`src/rtl/ip_codma_task_sched.sv`:
```
// Task scheduler in front of a codma engine: queues {task,status} pointer pairs
// and launches them one at a time, supervising start, completion, abort and start timeout.
module ip_codma_task_sched #(
  parameter int DEPTH   = 4,
  parameter int TIMEOUT = 16
) (
  input  logic                       clk_i,
  input  logic                       reset_i,
  input  logic                       push_i,
  input  logic [31:0]                push_task_ptr_i,
  input  logic [31:0]                push_status_ptr_i,
  input  logic                       enable_i,
  input  logic                       abort_i,
  output logic                       full_o,
  output logic [$clog2(DEPTH+1)-1:0] count_o,
  output logic                       codma_start_o,
  output logic                       codma_stop_o,
  output logic [31:0]                codma_task_ptr_o,
  output logic [31:0]                codma_status_ptr_o,
  input  logic                       codma_busy_i,
  input  logic                       codma_irq_i,
  output logic                       done_o,
  output logic [15:0]                done_count_o,
  output logic                       drained_o,
  output logic                       overflow_o,
  output logic                       error_o
);

  localparam int AW = (DEPTH > 1) ? $clog2(DEPTH) : 1;
  localparam int CW = $clog2(DEPTH + 1);
  localparam int TW = $clog2(TIMEOUT + 1);

  // Handshake: push_i is a single-cycle request with no ready; a push that cannot be
  // taken is dropped and recorded in overflow_o. codma_start_o is a one-cycle strobe;
  // the codma acknowledges by raising codma_busy_i and completes via codma_irq_i or by
  // dropping codma_busy_i.
  typedef enum logic [2:0] {
    S_IDLE,
    S_LAUNCH,
    S_WAIT_BUSY,
    S_RUN,
    S_STOPPING,
    S_ERROR
  } state_t;

  state_t state;
  state_t state_next;

  logic [31:0]   task_mem   [DEPTH];
  logic [31:0]   status_mem [DEPTH];
  logic [AW-1:0] wr_ptr;
  logic [AW-1:0] rd_ptr;
  logic [CW-1:0] count;
  logic [TW-1:0] wait_cnt;
  logic [15:0]   done_count;
  logic          overflow;
  logic          pop;
  logic          is_full;
  logic          push_acc;
  logic          push_drop;
  logic          load_head;
  logic          done;
  logic          timeout_hit;

  assign pop         = (state == S_LAUNCH);
  assign is_full     = (count == CW'(DEPTH));
  // A full queue still accepts a push in the launch cycle because the head leaves then.
  assign push_acc    = push_i && !abort_i && (!is_full || pop);
  assign push_drop   = push_i && !abort_i && !push_acc;
  assign load_head   = (state == S_IDLE) && (state_next == S_LAUNCH);
  assign timeout_hit = (wait_cnt == TW'(TIMEOUT - 1));

  always_ff @(posedge clk_i or posedge reset_i) begin
    if (reset_i) begin
      state <= S_IDLE;
    end else begin
      state <= state_next;
    end
  end

  always_comb begin
    state_next = state;
    done       = 1'b0;
    case (state)
      S_IDLE: begin
        if (enable_i && (count != '0) && !abort_i) state_next = S_LAUNCH;
      end
      S_LAUNCH: begin
        state_next = abort_i ? S_STOPPING : S_WAIT_BUSY;
      end
      S_WAIT_BUSY: begin
        if (abort_i)           state_next = S_STOPPING;
        else if (codma_busy_i) state_next = S_RUN;
        else if (timeout_hit)  state_next = S_ERROR;
      end
      S_RUN: begin
        if (abort_i) begin
          state_next = S_STOPPING;
        end else if (codma_irq_i || !codma_busy_i) begin
          done       = 1'b1;
          state_next = S_IDLE;
        end
      end
      S_STOPPING: begin
        if (!codma_busy_i) state_next = S_IDLE;
      end
      S_ERROR: begin
        if (abort_i) state_next = S_IDLE;
      end
      default: state_next = S_IDLE;
    endcase
  end

  always_ff @(posedge clk_i or posedge reset_i) begin
    if (reset_i) begin
      wr_ptr <= '0;
      rd_ptr <= '0;
      count  <= '0;
    end else if (abort_i) begin
      wr_ptr <= '0;
      rd_ptr <= '0;
      count  <= '0;
    end else begin
      if (push_acc) wr_ptr <= wr_ptr + 1'b1;
      if (pop)      rd_ptr <= rd_ptr + 1'b1;
      case ({push_acc, pop})
        2'b10:   count <= count + 1'b1;
        2'b01:   count <= count - 1'b1;
        default: count <= count;
      endcase
    end
  end

  // Storage needs no reset: an entry is only read after it has been written.
  always_ff @(posedge clk_i) begin
    if (push_acc) begin
      task_mem[wr_ptr]   <= push_task_ptr_i;
      status_mem[wr_ptr] <= push_status_ptr_i;
    end
  end

  always_ff @(posedge clk_i or posedge reset_i) begin
    if (reset_i) begin
      codma_task_ptr_o   <= '0;
      codma_status_ptr_o <= '0;
    end else if (load_head) begin
      codma_task_ptr_o   <= task_mem[rd_ptr];
      codma_status_ptr_o <= status_mem[rd_ptr];
    end
  end

  always_ff @(posedge clk_i or posedge reset_i) begin
    if (reset_i) begin
      wait_cnt <= '0;
    end else if (state != S_WAIT_BUSY) begin
      wait_cnt <= '0;
    end else begin
      wait_cnt <= wait_cnt + 1'b1;
    end
  end

  always_ff @(posedge clk_i or posedge reset_i) begin
    if (reset_i) begin
      done_count <= '0;
      overflow   <= 1'b0;
    end else begin
      if (done)      done_count <= done_count + 16'd1;
      if (push_drop) overflow   <= 1'b1;
    end
  end

  assign full_o        = is_full;
  assign count_o       = count;
  assign codma_start_o = (state == S_LAUNCH);
  assign codma_stop_o  = (state == S_STOPPING);
  assign error_o       = (state == S_ERROR);
  assign done_o        = done;
  assign drained_o     = done && (count == '0);
  assign done_count_o  = done_count;
  assign overflow_o    = overflow;

endmodule

```
`config.mk`:
```
export PLATFORM = sky130hd
export DESIGN_NAME = ip_codma_task_sched
export DESIGN_NICKNAME = d
export VERILOG_FILES = /design/src/rtl/ip_codma_task_sched.sv
export SDC_FILE = /design/constraint.sdc
export NUM_CORES = 1
export LEC_CHECK = 0
export ABC_AREA = 1
export BUFFER_PORTS_ARGS = -buffer_cell sky130_fd_sc_hd__buf_2
export CORE_AREA = 2 2 188 190
export CTS_BUF_LIST = sky130_fd_sc_hd__clkbuf_8
export DETAILED_ROUTE_END_ITERATION = 8
export DIE_AREA = 0 0 190 192
export SLEW_MARGIN = 20
export SYNTH_ARGS = -nofsm -noshare
export SYNTH_HDL_FRONTEND = slang
export SYNTH_SLANG_ARGS = --single-unit
```
`constraint.sdc`:
```
create_clock -name clk_i -period 4.6 [get_ports clk_i]
set_clock_uncertainty 0.15 [all_clocks]
set_input_delay 0 -clock clk_i [delete_from_list [all_inputs] [get_ports clk_i]]
set_output_delay 0 -clock clk_i [all_outputs]
set_load 0.02 [all_outputs]
```
==> flow_metrics.tcl, run 1 <==
set metrics [dict create \
    slowest_delay_ps 830 \
    synth.top_cells.by_count "edfxtp_1, nand2_1, nor2_1" \
    numPortBuffers 160 \
    die-area_mm2 0.0365 \
    drc 0 \
    start_kind "flop" \
    netSwitchingPower_uw 2820 \
    netSwitchingFraction_pct 32.4 \
    worstMarginPinSlew_ps 1040 \
    timing.fmax_mhz 356 \
    ant_nets 0 \
    worst-path-stages 6 \
    yosysWarningCount 0 \
    rows 68 \
    fin_crit_sh_pct 61.0 \
    syn_nets 1202 \
    crit_arrival_ps 2920 \
    cts_sinks 352 \
    wl_per_cell_um 16.5 \
    clk_path_buf_depth 3 \
    hpwl_um 17600 \
    critPathBufInv 1 \
    grt_overflow_total 0 \
    fp.dieH_um 192 \
    dr_total_vias 9325 \
    slew_viol_final 0 \
    finalHoldViolations 0 \
    ir_worst_vdd_mv 0.256 \
    criticalPathCategory "reg -> reg" \
    slew_headroom_pct 30.7 \
    nets 1484 \
    ys_seq_area_share_pct 74.0 \
    end_kind "flop" \
    syn_area_per_cell_um2 12.1 \
    drive_gt1_share_pct 17.9 \
    synth_area_mm2 0.0136 \
    powerDensity_mw_per_mm2 510 \
    crit_family "simple AND/OR/NAND/NOR gates" \
    core_mm2 0.0343 \
    crit_path_max_fanout 39 \
    die_width_um 190 \
    rr_endpoint "task_mem[0][29]" \
    synthDistinctLibCells 30 \
    initialDrtViolationCount 485 \
    cts_resized 0 \
    viasPerCell 4.88 \
    p_seq_share_pct 47.1 \
    whs_endpoint "task_mem[2][1]" \
    cts_tree "built" \
    rsz0062_at_grt "false" \
    path_cells "nor2_1 -> nand2_1 -> nand2_1 -> nand2_1 -> nor2_4 -> buf_12" \
    grt_pass1_wl_um 49600 \
    hold_class "in -> reg" \
    io_pins 161 \
    synth_edf_count 256 \
    status "finished clean" \
    synth-seq-cells 352 \
    final-setup-viol-count 0 \
    area_delta_synth_final_pct 25.2 \
    leakagePower_uw 0.00701 \
    reg2reg_slack_ps 1790 \
    grt_max_degree 99 \
    hold_depth 2 \
    grt_pass1_vias 9454 \
    antenna_found_initial 0 \
    cts_root_buffer "clkbuf_8" \
    crit_slowest_cell "nor2_4" \
    tns_ps 0 \
    cp.required_ps 4710 \
    synth_area_leader_cell "edfxtp_1" \
    clk_pin_slew_worst_paths_ps 60 \
    maxCapViolations 0 \
    cts_inserted_buffers 56 \
    r2r_start "state[1]" \
    start_util_pct 39.8 \
    synthCells 1123 \
    clk-insertion-delay-late_ps 600 \
    combPwrFrac_pct 23.3 \
    post-route-min-period_ps 2810 \
    p_total_uw 8710 \
    synth.most_common_cell "edfxtp_1" \
    drt_first_pass_iters 4 \
    postSynth.asyncResetShare_pct 27.3 \
    power.internal_uw 5890 \
    worstHoldStart "push_task_ptr_i[1]" \
    clkPwrFrac_pct 29.6 \
    rr_worst_depth 6 \
    cpMostUsedCell "nand2_1" \
    synth_top_flop_cell "edfxtp_1" \
    yosys.area.top_type_share_pct 56.4 \
    grt_usage_pct 17.4 \
    htreeDepth 2 \
    globalplace.congestion 0.828 \
    routed_wl_um 31400 \
    synth_area_leaders "edfxtp_1, dfrtp_1, nand2_1" \
]
## power groups by stage
stage,clock [µW],sequential [µW],combinational (µW)
after floorplan,0,4460,990
after global placement,0,4150,1940
after detailed placement,0,4160,1960
after CTS,2650,4100,2050
after global routing,2780,4150,2260
final,2580,4100,2030
## per-stage QoR
step	cells	utilization, %	setup slack [ps]	hold WS (ps)	area [µm²]
CTS	1907	49.8	1750	0.477	17100
detailed placement	1691	43.3	1760	68.6	14800
finish	1909	49.8	1790	25.6	17100
floorplan	1123	-	244	-51.1	13600
global route	1907	49.8	1590	1.55	17100
global placement	1691	43.3	1830	67.5	14800
## cell type report
cell class                 instances  area [µm²]
sequential                       352       10100
multi-input combinational        673        3110
fill                            3079       17200
clock inverter                    38         195
antenna                            2        5.00
clock buffer                      67         922
timing repair buffer             281        2010
inverter                          41         160
tap                              455         569
## registers in the layout, summed over array words and instances, names as in the netlist
register            cells
wr_ptr                  2
rd_ptr                  2
done_count_o           16
task_mem              128
count_o                 3
state                   3
wait_cnt                5
codma_task_ptr_o       32
status_mem            128
codma_status_ptr_o     32
overflow_o              1
## worst max-delay path by stage
stage / start / end
after CTS: state[1] / status_mem[0][30]
after detailed placement: state[1] / task_mem[0][29]
after global routing: state[1] / task_mem[0][24]
after floorplan: count_o[0] / status_mem[0][0]
final: state[1] / task_mem[0][29]
after global placement: state[1] / status_mem[0][31]
## per-layer routing
layer | share of wire (%) | track usage [%] | vias to the layer above
met2 | 47 | 28.3 | 239
met3 | 4.9 | 3.44 | 53
met1 | 46 | 23.6 | 4533
met4 | 1.9 | 5.43 | 0
met5 | 0 | 0 | -
li1 | - | - | 4500
## what timing repair did
action | CTS | global route
hold endpoints to repair | 346 | 0
setup buffers | 0 | 0
hold buffers | 111 | 0
## cells by family after synthesis
family | count (synthesis) | share of synthesized area (%)
compound gates | 212 | 8.45
simple gates | 445 | 12.8
xor+xnor | 8 | 0.514
fa+ha+maj | 8 | 0.789
buf+inv | 98 | 3.49
flops | 352 | 74.0
## cell usage in the layout, fill, tap and decap left out, types with 2 or more instances in the layout
cell type / count
nand4_1: 14
dlygate4sd3_1: 111
buf_12: 2
o21ai_0: 125
xnor2_1: 5
buf_4: 8
clkinv_1: 6
clkbuf_8: 67
a21oi_1: 5
nor2_2: 2
o21ai_1: 14
ha_1: 7
nand2_1: 251
clkinv_2: 6
inv_1: 59
inv_4: 2
nor3_1: 5
o22ai_1: 64
buf_2: 160
nor2_1: 153
dfrtp_1: 94
edfxtp_1: 256
nor2_4: 4
diode_2: 2
inv_2: 3
nand3_1: 14
xor2_1: 3
(Power assumes the default switching activity.)
==> inputs of run 2 (changes only) <==
- clock period: 4.6 -> 2.46 ns (I/O delays scaled with it)
==> flow_metrics.tcl, run 2 (synthesized netlist as in run 1, its figures left out) <==
set metrics [dict create \
    seqCellArea_mm2 0.0101 \
    initialDrtViolationCount 628 \
    finalHoldViolations 0 \
    drc 0 \
    dr_total_vias 9378 \
    hold_class "in -> reg" \
    grt_pass1_vias 9167 \
    ir_worst_vdd_mv 0.544 \
    core_mm2 0.0343 \
    tns_ps 0 \
    stdcell_count 1927 \
    end_kind "flop" \
    setup_slack_ps 273 \
    worstMarginPinSlew_ps 737 \
    antenna_found_initial 3 \
    status "finished clean" \
    drive_gt1_share_pct 19.5 \
    p_total_uw 16300 \
    fin_crit_sh_pct 88.9 \
    routed_wl_um 32000 \
    post_cts.repair.setup_buffers 0 \
    io_pins 161 \
    drt_first_pass_iters 5 \
    viasPerCell 4.87 \
    criticalPathCategory "reg -> reg" \
    cts_sinks 352 \
    grt_overflow_total 0 \
    rr_worst_depth 6 \
    crit_path_max_fanout 65 \
    hold_depth 7 \
    cts_resized 0 \
    largestRegisters "status_mem x128, task_mem x128" \
    globalplace.congestion 0.837 \
    wl_per_cell_um 16.6 \
    die-area_mm2 0.0365 \
    cts_tree "built" \
    clk_path_buf_depth 3 \
    slew_viol_final 0 \
    final_cell_mix "edfxtp_1, nand2_1, buf_2" \
    fill_cells 3011 \
    place_inst 1707 \
    hpwl_um 18600 \
    ant_nets 0 \
    grt_pass1_wl_um 49700 \
    final_core_util_pct 50.6 \
    numPortBuffers 160 \
    start_kind "flop" \
    final_common_cell "edfxtp_1" \
    leakagePower_uw 0.00710 \
    post-route-min-period_ps 2190 \
    powerDensity_mw_per_mm2 942 \
    slew_headroom_pct 50.8 \
    timing.fmax_mhz 457 \
    rsz0062_at_grt "false" \
    area_delta_synth_final_pct 27.1 \
    dp_slack_ps 329 \
    rows 68 \
    cts_inserted_buffers 56 \
    fp.dieH_um 192 \
    htreeDepth 2 \
    grt_max_degree 100 \
    nets 1501 \
    final-setup-viol-count 0 \
    clk_pin_slew_worst_paths_ps 60 \
    cts_root_buffer "clkbuf_8" \
    multiInputGateArea_mm2 0.00312 \
    clk-insertion-delay-late_ps 610 \
    grt_usage_pct 17.5 \
    start_util_pct 39.8 \
    maxCapViolations 0 \
    cp.required_ps 2760 \
    crit_arrival_ps 2480 \
    die_width_um 190 \
]
## run 2: stage by stage
step / hold WS [ps] / area, µm²
3_3_place_gp: 11.0 / 15100
5_1_grt: 20.3 / 17300
6_report: 31.3 / 17300
4_1_cts: 2.96 / 17300
3_5_place_dp: 13.0 / 15100
2_1_floorplan: -51.1 / 13700
## run 2: repair_timing
| action | 4_1_cts | 5_1_grt |
|---|---|---|
| endpoints found under the setup margin | 0 | 0 |
| hold buffers | 112 | 0 |
| endpoints found under the hold margin | 379 | 0 |
## run 2: worst max-delay path, stage by stage, from the launching register on
cell           delay (ps)
dfrtp_2               440
nor2_1                160
nand2_1               140
nand3_4               130
buf_12                320
nand4_1               120
dlygate4sd3_1         580
## run 2: worst paths after layout
path	from	to	slack, ps
min in group asynchronous	reset_i	done_count_o[15]	510
worst min register to register	wait_cnt[0]	wait_cnt[0]	310
worst max-delay path	count_o[0]	state[0]	270
max in group asynchronous	reset_i	codma_task_ptr_o[17]	1000
worst min-delay path	enable_i	codma_task_ptr_o[5]	30
worst max register to register	count_o[0]	state[0]	270
## run 2: routing by layer
| layer | global-route usage, % | part of all wire, % |
|---|---|---|
| met5 | 0 | 0 |
| met4 | 5.93 | 2.2 |
| met3 | 3.36 | 5.8 |
| met2 | 27.7 | 46 |
| met1 | 24.4 | 46 |
## run 2: area by class of cell
type / instances / share of cell area (%)
sequential: 352 / 58.2
clock inverter: 44 / 1.38
tap: 455 / 3.28
timing repair buffer: 298 / 13.3
inverter: 41 / 0.931
multi-input combinational: 673 / 18.0
clock buffer: 61 / 4.84
antenna: 3 / 0.0433
## run 2: report_power, final
part | internal [µW] | switching, µW
Combinational | 1350 | 2590
Sequential | 7210 | 491
Clock | 2420 | 2280
Total | 11000 | 5360
